`src/rtl/tone_detector.sv`:
```
// tone_detector: measures the half-period of an asynchronous square-wave input
// in clk cycles and flags match/lock against a nominal tone.
// Optional macro GLITCH_FILTER_EN inserts a FILT_CYCLES stability filter after
// the synchronizer; without it the synced sample drives edge detection directly.
module tone_detector #(
    parameter int NOM_HALF    = 113637,
    parameter int TOL         = 1137,
    parameter int LOCK_COUNT  = 4,
    parameter int TIMEOUT     = 250000,
    parameter int CNT_W       = 18,
    parameter int FILT_CYCLES = 16
) (
    input  logic             clk,
    input  logic             rst,
    input  logic             enable,
    input  logic             audio_in,
    output logic [CNT_W-1:0] half_period,
    output logic             period_valid,
    output logic             tone_match,
    output logic             tone_lock
);

    typedef enum logic [1:0] {IDLE, ACQUIRE, MEASURE, LOCKED} state_t;

    // Window bounds are held one bit wider than the counter so cnt+1 and
    // NOM_HALF+TOL never overflow; the low bound clamps at zero.
    localparam int              MW       = CNT_W + 1;
    localparam int              RUN_W    = $clog2(LOCK_COUNT + 1);
    localparam logic [MW-1:0]   LO_BOUND = (NOM_HALF > TOL) ? MW'(NOM_HALF - TOL) : '0;
    localparam logic [MW-1:0]   HI_BOUND = MW'(NOM_HALF + TOL);
    localparam logic [MW-1:0]   MEAS_ONE = MW'(1);
    localparam logic [CNT_W-1:0] TIMEOUT_C = CNT_W'(TIMEOUT);
    localparam logic [CNT_W-1:0] CNT_ONE   = CNT_W'(1);
    localparam logic [RUN_W-1:0] LOCK_C    = RUN_W'(LOCK_COUNT);
    localparam logic [RUN_W-1:0] RUN_ONE   = RUN_W'(1);

    logic sync1_q, sync1_d, sync2_q, sync2_d, prev_q, prev_d;
    logic det_in, edge_det;

    state_t           state_q, state_d;
    logic [CNT_W-1:0] cnt_q, cnt_d;
    logic [RUN_W-1:0] run_q, run_d, run_inc;
    logic [CNT_W-1:0] half_q, half_d;
    logic             pv_q, pv_d, match_q, match_d, lock_q, lock_d;
    logic [MW-1:0]    meas;
    logic             meas_match;

    // Two-stage synchronizer followed by the previous-sample copy for edge detection
    always_comb begin
        sync1_d = audio_in;
        sync2_d = sync1_q;
        prev_d  = det_in;
    end

    // Synchronizer and previous-sample registers
    always_ff @(posedge clk) begin
        if (rst) begin
            sync1_q <= 1'b0;
            sync2_q <= 1'b0;
            prev_q  <= 1'b0;
        end else begin
            sync1_q <= sync1_d;
            sync2_q <= sync2_d;
            prev_q  <= prev_d;
        end
    end

`ifdef GLITCH_FILTER_EN
    localparam int               FILT_W    = $clog2(FILT_CYCLES + 1);
    localparam logic [FILT_W-1:0] FILT_LAST = FILT_W'(FILT_CYCLES - 1);
    localparam logic [FILT_W-1:0] FILT_ONE  = FILT_W'(1);

    logic              filt_q, filt_d;
    logic [FILT_W-1:0] filt_cnt_q, filt_cnt_d;

    // Filtered level follows the synced sample only after it has differed for FILT_CYCLES cycles
    always_comb begin
        filt_d     = filt_q;
        filt_cnt_d = '0;
        if (sync2_q != filt_q) begin
            if (filt_cnt_q == FILT_LAST) begin
                filt_d = sync2_q;
            end else begin
                filt_cnt_d = filt_cnt_q + FILT_ONE;
            end
        end
    end

    // Glitch filter registers
    always_ff @(posedge clk) begin
        if (rst) begin
            filt_q     <= 1'b0;
            filt_cnt_q <= '0;
        end else begin
            filt_q     <= filt_d;
            filt_cnt_q <= filt_cnt_d;
        end
    end

    assign det_in = filt_q;
`else
    assign det_in = sync2_q;
`endif

    assign edge_det   = det_in ^ prev_q;
    assign meas       = {1'b0, cnt_q} + MEAS_ONE;
    assign meas_match = (meas >= LO_BOUND) && (meas <= HI_BOUND);
    assign run_inc    = (run_q == LOCK_C) ? run_q : run_q + RUN_ONE;

    // Next-state, counter and measurement logic; edges win over timeout
    always_comb begin
        state_d = state_q;
        cnt_d   = (cnt_q == TIMEOUT_C) ? cnt_q : cnt_q + CNT_ONE;
        run_d   = run_q;
        half_d  = half_q;
        pv_d    = 1'b0;
        match_d = match_q;
        lock_d  = lock_q;
        if (!enable) begin
            state_d = IDLE;
            cnt_d   = '0;
            run_d   = '0;
            match_d = 1'b0;
            lock_d  = 1'b0;
        end else begin
            case (state_q)
                IDLE: begin
                    state_d = ACQUIRE;
                    cnt_d   = '0;
                    run_d   = '0;
                    match_d = 1'b0;
                    lock_d  = 1'b0;
                end
                ACQUIRE: begin
                    if (edge_det) begin
                        cnt_d   = '0;
                        state_d = MEASURE;
                    end
                end
                MEASURE, LOCKED: begin
                    if (edge_det) begin
                        cnt_d   = '0;
                        half_d  = meas[CNT_W-1:0];
                        pv_d    = 1'b1;
                        match_d = meas_match;
                        if (meas_match) begin
                            run_d = run_inc;
                            if (state_q == MEASURE && run_inc == LOCK_C) begin
                                state_d = LOCKED;
                                lock_d  = 1'b1;
                            end
                        end else begin
                            run_d = '0;
                            if (state_q == LOCKED) begin
                                state_d = MEASURE;
                                lock_d  = 1'b0;
                            end
                        end
                    end else if (cnt_q == TIMEOUT_C) begin
                        state_d = ACQUIRE;
                        run_d   = '0;
                        match_d = 1'b0;
                        lock_d  = 1'b0;
                    end
                end
                default: state_d = IDLE;
            endcase
        end
    end

    // State, counter and output registers
    always_ff @(posedge clk) begin
        if (rst) begin
            state_q <= IDLE;
            cnt_q   <= '0;
            run_q   <= '0;
            half_q  <= '0;
            pv_q    <= 1'b0;
            match_q <= 1'b0;
            lock_q  <= 1'b0;
        end else begin
            state_q <= state_d;
            cnt_q   <= cnt_d;
            run_q   <= run_d;
            half_q  <= half_d;
            pv_q    <= pv_d;
            match_q <= match_d;
            lock_q  <= lock_d;
        end
    end

    assign half_period  = half_q;
    assign period_valid = pv_q;
    assign tone_match   = match_q;
    assign tone_lock    = lock_q;

endmodule

```
`config.mk`:
```
export PLATFORM = sky130hd
export DESIGN_NAME = tone_detector
export DESIGN_NICKNAME = d
export VERILOG_FILES = /design/src/rtl/tone_detector.sv
export SDC_FILE = /design/constraint.sdc
export NUM_CORES = 1
export LEC_CHECK = 0
export ABC_AREA = 1
export BUFFER_PORTS_ARGS = -buffer_cell sky130_fd_sc_hd__buf_2
export CORE_MARGIN = 2
export CORE_UTILIZATION = 58
export CTS_CLUSTER_SIZE = 14
export DETAILED_ROUTE_END_ITERATION = 7
export GPL_TIMING_DRIVEN = 0
export PLACE_DENSITY = 0.9
export SETUP_SLACK_MARGIN = 0.4
export SYNTH_ARGS = -nofsm -noshare
export SYNTH_HDL_FRONTEND = slang
export SYNTH_SLANG_ARGS = --single-unit
```
`constraint.sdc`:
```
create_clock -name clk -period 2.1 [get_ports clk]
set_input_delay 0.105 -clock clk [delete_from_list [all_inputs] [get_ports clk]]
set_output_delay 0.105 -clock clk [all_outputs]
set_load 0.1 [all_outputs]
```
==> flow_summary.yaml <==
global_route:
  grt_overflow: 0
  antenna_found_initial: 0
  first_global_vias: 2712
  grt_first_pass_wirelength_um: 12800
  grt_use_met2_pct: 60.7
  use_met1_pct: 42.5
  busiest_layer: "met2"
  met3_usage_pct: 8.28
  grt_use_total_pct: 37.2
  grt_max_degree: 15
yosys:
  yosysTopAreaCellShare_pct: 39.0
  yosys.area.top_type: "dfxtp_1"
  ys_ff_latch: 47
  ys.flop_type: "dfxtp_1"
  synthDistinctLibCells: 28
  syn_area_um2: 2410
  yosysWarnings: 0
  ys_seq_area_share_pct: 39.0
  async_reset_ff_share_pct: 0
  synth-edff-count: 0
  syn_avg_cell_area_um2: 6.82
  ys_top_cells_by_area: "dfxtp_1 (39%), nand2_1 (13%), inv_1 (8.2%), nor2_1 (6.7%), a21oi_1 (3.5%)"
  netlist_instances: 354
  synth_fp_nets: 362
timing:
  layout_setup_ws_ps: -412
  fmax_mhz: 398
  setup_violations: 13
  tightest_slew_ps: 713
  max_slew_margin_pct: 52.5
  period_minus_slack_ps: 2510
  hold_violations: 1
  drv_slew: 0
  finClkSkew_ps: 12.1
  whs_ps: -9.78
  rsz0062_at_grt: "yes"
  fin_crit_sh_pct: 120
clock_network:
  cts_max_path_buffers: 2
  cts_tree: "yes"
  path_clk_slew_ps: 100
  insertion_delay_ps: 330
  clock-root-buffer: "clkbuf_8"
  htreeDepth: 2
  cts_buffers: 5
  cts_sinks: 47
place:
  dp_hpwl_um: 4500
  place_worst_setup_slack_ps: -37.2
  numPlacedInstances: 428
  finalWeightedCongestion: 0.936
  port_buffers: 24
final_layout:
  drive_gt1_share_pct: 38.5
  antenna_cells: 0
  finish.utilization_pct: 83.2
  syn2layout_area_growth_pct: 37.9
  instances_no_fill: 468
  layout.nets: 425
flow_run:
  cap_viol_max_count: 0
routing:
  vias: 3287
  ant_nets: 0
  drtIter0Drc: 872
  dr.pass1.iters: 8
  drc_errors: 29
  post_drt_wl_per_cell_um: 23.7
  avgViaCountPerCell: 7.02
  wl_um: 11100
die:
  dieArea_um2: 4690
  die_w_um: 68.5
  die_h_um: 68.5
  core_um2: 4000
  start_util_pct: 60.3
  ios: 25
  row_count: 23
critical_path:
  ff2ff_setup_slack_ps: -410
  start_kind: "flop"
  path_class: "reg2reg"
  endpoint_kind: "flop"
  r2r-end: "state_q[0]$_SDFFE_PP0P_"
  crit_arrival_ps: 2750
  worstRegToRegCells: 12
  crit-reg2reg-launch: "cnt_q[15]$_SDFFE_PP0P_"
  critPathRequiredTime_ps: 2340
  cp_max_fo: 4
power:
  power_switching_mw: 0.557
  vdd_drop_max_v: 0.000677
  fin_total_pwr_mw: 1.91
  power_density_nw_per_um2: 573
  p_clk_share_pct: 38.9
  p_comb_share_pct: 13.4
  power_frac_seq_pct: 47.7
  intPower_mw: 1.35
  p_leak_nw: 1.42
  switching_share_pct: 29.2
worst_hold_path:
  whs_endpoint: "sync1_q$_SDFF_PP0_"
  hp-class: "in2reg"
  holdCritStartpoint: "audio_in"
  holdPathStages: 3
outcome:
  violations: "design-rule violations, negative hold slack, negative setup slack"
  status: "finished with violations"
power by group through the flow:
stage / Sequential, mW / Clock, mW / Combinational, mW
global placement: 0.932 / 0 / 0.159
finish: 0.909 / 0.741 / 0.256
global route: 0.910 / 0.745 / 0.262
detailed placement: 0.932 / 0 / 0.162
floorplan: 0.973 / 0 / 0.0846
CTS: 0.910 / 0.696 / 0.181
per-layer routing:
| metal | share of wire, % | vias to the layer above | wire [um] |
|---|---|---|---|
| met2 | 42 | 430 | 4650 |
| met3 | 15 | 165 | 1610 |
| met4 | 11 | 0 | 1210 |
| met5 | 0 | - | 0 |
| li1 | - | 1267 | - |
| met1 | 33 | 1425 | 3610 |
cells in the final DEF (no fill, tap or decap), types with 3 or more instances in the layout:
cell and instances:
nand2_1 60, inv_1 49, dfxtp_1 34, buf_4 30
nor2_1 29, buf_2 24, nand2_2 22, a21oi_1 14
o21ai_0 13, nor3_1 12, nor2_4 11, nand4_1 10
nand3_1 9, nor2_2 8, o211ai_1 8, nand3_2 7
dfxtp_2 7, nand3_4 6, nor4_1 6, clkbuf_8 6
dfxtp_4 6, nand2_4 5, inv_2 4, inv_4 4
o21ai_1 4, a21oi_2 4, clkbuf_1 3
synthesized netlist by cell type, types with 4 or more instances:
master	number
o211ai_1	8
nand3_1	16
o21ai_0	16
dfxtp_1	47
a21oi_1	17
clkbuf_1	4
nand3_2	6
inv_1	53
nand4_1	10
nor3_1	12
ha_1	4
nand2_2	6
nor2_1	43
nand2_1	81
nor4_1	7
worst max path at each step:
stage	start	to	slack [ps]	depth (start not counted)
after detailed placement	cnt_q[3]$_SDFFE_PP0P_	state_q[0]$_SDFFE_PP0P_	-40	13
after floorplan	cnt_q[1]$_SDFFE_PP0P_	state_q[0]$_SDFFE_PP0P_	290	16
after global routing	cnt_q[0]$_SDFFE_PP0P_	state_q[0]$_SDFFE_PP0P_	-570	17
after CTS	cnt_q[0]$_SDFFE_PP0P_	state_q[1]$_SDFFE_PP0P_	40	13
final	cnt_q[15]$_SDFFE_PP0P_	state_q[0]$_SDFFE_PP0P_	-410	12
after global placement	cnt_q[1]$_SDFFE_PP0P_	state_q[1]$_SDFFE_PP0P_	40	13
state kept, by name (all words and copies together), names as in the netlist:
name,flops
prev_q,1
tone_lock,1
run_q,3
period_valid,1
cnt_q,18
tone_match,1
half_period,18
det_in,1
sync1_q,1
state_q,2
critical path, cell delays in order (launching register included):
cell and delay, ps:
dfxtp_2 360, nand2_2 90, nor2_4 120, nand4_1 190, nor4_1 380, nand4_1 260
nor2_2 250, nor2_4 80, nor2_1 280, nand3_4 150, buf_6 150, nor2_4 80
nor2_2 40
repair_timing:
item,CTS,global route
hold buffers,0,0
endpoints found under the setup margin,36,37
pin swaps,20,30
cloned,1,0
resized for setup,38,62
setup buffers,12,19
logic make-up after synthesis:
kind of cell / share of synthesized area (%)
and+or+nand+nor: 37.0
buffers and inverters: 9.90
AOI/OAI and AO/OA: 11.0
DFF: 39.0
adders and majority gates: 2.07
xor gates and xnor gates: 1.09
through the flow:
step / instance area [um2] / TNS, ps
after CTS: 2960 / 0
after global placement: 2640 / 0
after detailed placement: 2640 / -38.7
after floorplan: 2450 / 0
after global routing: 3330 / -4350
final: 3330 / -2280
area by class of cell:
| cell class | instances | area (um2) |
|---|---|---|
| clock buffers | 6 | 82.6 |
| multi-input cells | 244 | 1550 |
| flip-flops and latches | 47 | 972 |
| repair inverters | 1 | 5.00 |
| fillers | 177 | 671 |
| plain buffers | 6 | 31.3 |
| inverters | 57 | 224 |
| clock inverters | 2 | 35.0 |
| well taps | 50 | 62.6 |
| repair buffers | 55 | 369 |
Power figures use the tool's default switching activity.
